[src/rtl/score_pkg.sv]
// Shared encodings for the end-of-game scoring pass: FSM state codes (also the
// db_estado codes read by the hex-display decoder) and default scoring constants.
package score_pkg;

    localparam logic [2:0] OCIOSO  = 3'd0;
    localparam logic [2:0] LEITURA = 3'd1;
    localparam logic [2:0] ESPERA  = 3'd2;
    localparam logic [2:0] ACUMULA = 3'd3;
    localparam logic [2:0] PROXIMO = 3'd4;
    localparam logic [2:0] FIM     = 3'd5;

    localparam int PONTOS_INICIAIS_PADRAO = 100;
    localparam int PENALIDADE_PADRAO      = 5;
    localparam int BONUS_PADRAO           = 2;

    function automatic logic estado_ocupado(input logic [2:0] estado);
        return estado != OCIOSO;
    endfunction

endpackage

[src/rtl/score_sat_alu.sv]
// Next-score arithmetic: score minus errors*penalty with a floor at zero, or, when
// bonus_en and the round was perfect, score plus bonus capped at the starting score.
module score_sat_alu #(
    parameter int PONTOS_W        = 7,
    parameter int ERRO_W          = 4,
    parameter int PONTOS_INICIAIS = 100,
    parameter int PENALIDADE      = 5,
    parameter int BONUS           = 2
) (
    input  logic [PONTOS_W-1:0] pontos,
    input  logic [ERRO_W-1:0]   erro,
    input  logic                bonus_en,
    output logic [PONTOS_W-1:0] pontos_prox
);

    localparam int PROD_W = PONTOS_W + ERRO_W;

    logic [PROD_W-1:0] produto;
    logic [PONTOS_W:0] soma;

    // The product is kept wide so a large penalty never aliases into a small one.
    always_comb begin
        produto     = PROD_W'(erro) * PROD_W'(PENALIDADE);
        soma        = {1'b0, pontos} + (PONTOS_W + 1)'(BONUS);
        pontos_prox = pontos;
        if (bonus_en && (erro == '0)) begin
            if (soma > (PONTOS_W + 1)'(PONTOS_INICIAIS))
                pontos_prox = PONTOS_W'(PONTOS_INICIAIS);
            else
                pontos_prox = soma[PONTOS_W-1:0];
        end else if (produto >= PROD_W'(pontos)) begin
            pontos_prox = '0;
        end else begin
            pontos_prox = pontos - produto[PONTOS_W-1:0];
        end
    end

endmodule

[src/rtl/score_sequencer.sv]
// End-of-game scoring controller: walks MemErro rounds 0..ultima_rodada, four cycles
// per round (three for the last), then pulses pronto. Bonus option: SCORE_SEQUENCER_BONUS_PERFEITA_EN.
module score_sequencer
    import score_pkg::*;
#(
    parameter int ADDR_W          = 4,
    parameter int ERRO_W          = 4,
    parameter int PONTOS_W        = 7,
    parameter int PONTOS_INICIAIS = PONTOS_INICIAIS_PADRAO,
    parameter int PENALIDADE      = PENALIDADE_PADRAO,
    parameter int BONUS           = BONUS_PADRAO
) (
    input  logic                clock,
    input  logic                reset,
    input  logic                iniciar,
    input  logic                cancelar,
    input  logic [ADDR_W-1:0]   ultima_rodada,
    input  logic [ERRO_W-1:0]   erro_dado,
    output logic [ADDR_W-1:0]   erro_endereco,
    output logic                erro_leitura,
    output logic [PONTOS_W-1:0] pontos,
    output logic                ocupado,
    output logic                pronto,
    output logic [2:0]          db_estado
);

    logic [2:0]          estado;
    logic [2:0]          estado_prox;
    logic [ADDR_W-1:0]   indice;
    logic [ADDR_W-1:0]   ultima_reg;
    logic [ERRO_W-1:0]   erro_reg;
    logic [PONTOS_W-1:0] pontos_reg;
    logic [PONTOS_W-1:0] pontos_alu;
    logic                abortar;
    logic                bonus_en;

`ifdef SCORE_SEQUENCER_BONUS_PERFEITA_EN
    assign bonus_en = 1'b1;
`else
    assign bonus_en = 1'b0;
`endif

    // Idle ignores cancelar entirely; everywhere else it overrides the walk.
    assign abortar = cancelar && (estado != OCIOSO);

    score_sat_alu #(
        .PONTOS_W        (PONTOS_W),
        .ERRO_W          (ERRO_W),
        .PONTOS_INICIAIS (PONTOS_INICIAIS),
        .PENALIDADE      (PENALIDADE),
        .BONUS           (BONUS)
    ) u_alu (
        .pontos      (pontos_reg),
        .erro        (erro_reg),
        .bonus_en    (bonus_en),
        .pontos_prox (pontos_alu)
    );

    always_comb begin
        estado_prox = estado;
        if (abortar) begin
            estado_prox = OCIOSO;
        end else begin
            case (estado)
                OCIOSO:  if (iniciar) estado_prox = LEITURA;
                LEITURA: estado_prox = ESPERA;
                ESPERA:  estado_prox = ACUMULA;
                ACUMULA: estado_prox = (indice == ultima_reg) ? FIM : PROXIMO;
                PROXIMO: estado_prox = LEITURA;
                FIM:     estado_prox = OCIOSO;
                default: estado_prox = OCIOSO;
            endcase
        end
    end

    always_ff @(posedge clock or posedge reset) begin
        if (reset) begin
            estado     <= OCIOSO;
            indice     <= '0;
            ultima_reg <= '0;
            erro_reg   <= '0;
            pontos_reg <= PONTOS_W'(PONTOS_INICIAIS);
        end else begin
            estado <= estado_prox;
            if (abortar) begin
                indice     <= '0;
                pontos_reg <= PONTOS_W'(PONTOS_INICIAIS);
            end else begin
                case (estado)
                    OCIOSO: begin
                        if (iniciar) begin
                            ultima_reg <= ultima_rodada;
                            indice     <= '0;
                            pontos_reg <= PONTOS_W'(PONTOS_INICIAIS);
                        end
                    end
                    ESPERA:  erro_reg   <= erro_dado;
                    ACUMULA: pontos_reg <= pontos_alu;
                    PROXIMO: indice     <= indice + ADDR_W'(1);
                    default: ;
                endcase
            end
        end
    end

    assign erro_endereco = indice;
    assign erro_leitura  = (estado == LEITURA);
    assign pontos        = pontos_reg;
    assign ocupado       = estado_ocupado(estado);
    assign pronto        = (estado == FIM);
    assign db_estado     = estado;

endmodule

[config.mk]
export PLATFORM = sky130hd
export DESIGN_NAME = score_sequencer
export DESIGN_NICKNAME = d
export VERILOG_FILES = /design/src/rtl/score_pkg.sv /design/src/rtl/score_sat_alu.sv /design/src/rtl/score_sequencer.sv
export SDC_FILE = /design/constraint.sdc
export NUM_CORES = 1
export LEC_CHECK = 0
export BUFFER_PORTS_ARGS = -buffer_cell sky130_fd_sc_hd__buf_2
export CAP_MARGIN = 10
export CORE_UTILIZATION = 54
export CTS_CLUSTER_DIAMETER = 200
export DETAILED_ROUTE_END_ITERATION = 10
export PLACE_DENSITY = 0.9
export SETUP_SLACK_MARGIN = 0.3
export SYNTH_ARGS = -nofsm -noshare
export SYNTH_HDL_FRONTEND = slang
export SYNTH_SLANG_ARGS = --single-unit
export TNS_END_PERCENT = 50
[constraint.sdc]
create_clock -name clock -period 3.4 [get_ports clock]
set_input_delay 0.85 -clock clock [delete_from_list [all_inputs] [get_ports clock]]
set_output_delay 0.85 -clock clock [all_outputs]
set_load 0.03 [all_outputs]
==> results.ini <==
[outcome]
status = finished, final reports clean

[pwr]
p_switching_uw = 803
p_leak_nw = 0.844
intPower_uw = 887
power_density_nw_per_um2 = 1040
p_sw_frac = 0.475
clkPwrFrac = 0.088
seqPwrFrac = 0.264
ir_drop_mv = 0.664
pwr-share-comb = 0.649

[synth]
synth_flop_cell = dfrtp_1
muxShareOfSynthArea = 0.0768
yosys_warnings = 0
synth_top_family_by_area = compound AO/OA/AOI/OAI gates
syn_nets = 174
ys_seq_area_frac = 0.387
syn_area_per_cell_um2 = 9.69
synthXorXnorAreaFrac = 0.0611
synthSimpleGateAreaFrac = 0.122
synth_cells = 148
synth_edf_count = 0
synth_compound_area_frac = 0.168
synthTopCellsByArea = dfrtp_1 33%, ha_1 10%, mux2_2 6.3%, dfstp_2 5.5%, xnor2_1 4.9%
synthAdderAreaFrac = 0.133
synth-seq-cells = 22
synthesis.area_um2 = 1430
synth_top_area_frac = 0.332
async_reset_ff_frac = 1.00
synthDistinctLibCells = 35
synth_area_leader_cell = dfrtp_1

[timing]
period_minus_slack_ns = 2.91
grt_setup_unrepaired = no
period_share = 0.857
worst_slew_pin_slew_ns = 0.825
fmax_ghz = 0.343
slew_headroom = 0.450
setup_viol = 0
slew_viol_final = 0
tns_ns = 0
hold_violations = 0
skew_ns = 0.00129

[worst_setup_path]
cp-startpoint = erro_reg[3]$_DFFE_PP0P_
max_stage_delay_ns = 0.49
path_class = reg2reg
critical_path_required_ns = 3.62
crit_family = adder cells
worst_path_max_delay_cell = fa_1
path_buf_inv = 1
worstSetupStartpointType = flop
crit_chain = ha_1 > ha_1 > fa_1 > inv_1 > ha_1 > nand2_1 > or3_1 > o311a_2 > and2_4 > a22o_1
crit_arrival_ns = 3.13
r2r-start = erro_reg[3]$_DFFE_PP0P_
worstPathMaxFanout = 4
cp_common_cell = ha_1
end_kind = flop

[clock_network]
ctsHoldBuffers = 0
clockBufferDepth = 2
cts_max_level = 1
post-cts-setup-buffers = 0
ctsRootBufferMaster = clkbuf_4
cts_buffers = 3
clock_sinks = 22
clock_latency_ns = 0.31
clkTransAtPathRegs_ns = 0.13
cts_resized = 0
cts_tree = yes

[place]
place_inst = 201
dpl.hpwl_um = 2230
io_buffers = 28
gp_routability_congestion = 0.962

[detailed_routing]
wire_per_inst_um = 13.9
drtPass1Iterations = 4
via_per_inst = 5.70
wirelength_um = 2860
drt_iter0_drc = 21
ant_nets = 0
vias = 1169
drc_errors = 0

[die]
dieArea_um2 = 2870
rows = 18
start_util = 0.574
core-area_um2 = 2500
dieWidth_um = 53.5
ios = 29
die_h_um = 53.5

[global_route]
grt.total_usage = 0.235
met3_usage = 0.0339
grt_overflow = 0
busiest_layer = met2
grt_pass1_wl_um = 4800
antenna_found_initial = 0
grt_use_met2 = 0.381
grt_pass1_vias = 1105
use_met1 = 0.326
grt_max_degree = 23

[layout]
seq_area_um2 = 554
drive_above_1_share = 0.269
n_antenna_cell = 0
layoutNonFillerInstCount = 205
largest_reg_flops = 7
nFillCells = 210
area_growth_pct = 13.3
multi_input_area_um2 = 803
nNetsFinal = 202

[hold_path]
min_from = pontos[6]$_DFFE_PP1P_
holdCritPathClass = reg2reg

[flow_run]
cap_violations = 0

-- placed cells by master, fill, tap and decap left out, drive strengths merged, types with 2 or more instances in the layout --
cell type,netlist,routed
mux2,8,8
nand3,3,3
mux2i,2,2
nor3,4,4
dfrtp,19,19
and3,2,2
fa,2,2
o21ai,6,6
xor2,2,2
a21oi,10,10
inv,14,14
a21o,5,5
nand2b,2,2
a22o,5,5
a211oi,2,2
xnor2,8,8
o22ai,3,3
nor2,11,11
dfstp,3,3
ha,12,12
clkbuf,1,4
buf,4,28
nand2,10,10
-- logic make-up (layout without fill, tap and decap cells) --
family	Yosys count	in the layout
xor gates and xnor gates	10	10
DFF	22	22
adders and majority gates	14	14
buffers and inverters	19	46
muxes	10	10
AOI/OAI and AO/OA	36	36
and+or+nand+nor	37	37
-- power groups by stage --
stage / Clock (mW) / Combinational (mW) / Sequential (mW)
after floorplan: 0 / 0.839 / 0.478
after global placement: 0 / 1.05 / 0.444
after detailed placement: 0 / 1.08 / 0.452
after CTS: 0.154 / 1.09 / 0.447
after global routing: 0.161 / 1.22 / 0.463
final: 0.149 / 1.10 / 0.445
-- Yosys cell counts (5+ instances only) --
cell type / number
dfrtp_1: 19
inv_1: 14
ha_1: 12
nor2_1: 11
a21oi_1: 10
nand2_1: 10
mux2_2: 8
xnor2_1: 8
o21ai_0: 6
a22o_1: 5
-- per-stage QoR --
stage / util / setup slack, ns / total power, mW / area, um^2 / hold slack [ns]
finish: 0.650 / 0.486 / 1.69 / 1620 / 0.501
global route: 0.650 / 0.360 / 1.85 / 1620 / 0.525
CTS: 0.650 / 0.490 / 1.69 / 1620 / 0.502
detailed placement: 0.635 / 0.523 / 1.53 / 1590 / 0.483
global placement: 0.635 / 0.599 / 1.49 / 1590 / 0.469
floorplan: - / 0.658 / 1.32 / 1430 / 0.502
-- per-layer routing --
layer | wire [um] | part of all wire | vias to the layer above
li1 | - | - | 578
met1 | 1320 | 0.46 | 556
met2 | 1370 | 0.48 | 31
met3 | 136 | 0.048 | 4
met4 | 31 | 0.011 | 0
met5 | 0 | 0 | -
-- worst reg2reg max path: cells and delay by family, from the launching register on --
family	cells	cell delay, ns
buffers and inverters	1	0.05
AOI/OAI and AO/OA	2	0.33
and+or+nand+nor	3	0.64
DFF	1	0.44
adders and majority gates	4	1.34
-- final timing paths --
check,endpoint,slack [ns],cells after the start
setup / recovery,pontos[1]$_DFFE_PP0P_,0.49,10
min in group asynchronous,erro_reg[2]$_DFFE_PP0P_,0.67,2
max in group asynchronous,erro_endereco[2]$_DFFE_PP0P_,2.22,2
hold reg to reg,pontos[6]$_DFFE_PP1P_,0.50,2
hold / removal,pontos[6]$_DFFE_PP1P_,0.50,2
setup reg to reg,pontos[1]$_DFFE_PP0P_,0.49,10
-- layout make-up --
type / count / area share
Inverter: 14 / 0.0324
Tap cell: 30 / 0.0231
Clock buffer: 4 / 0.0223
Timing Repair Buffer: 28 / 0.0863
Multi-Input combinational cell: 107 / 0.495
Sequential cell: 22 / 0.341
(Power assumes the default switching activity.)
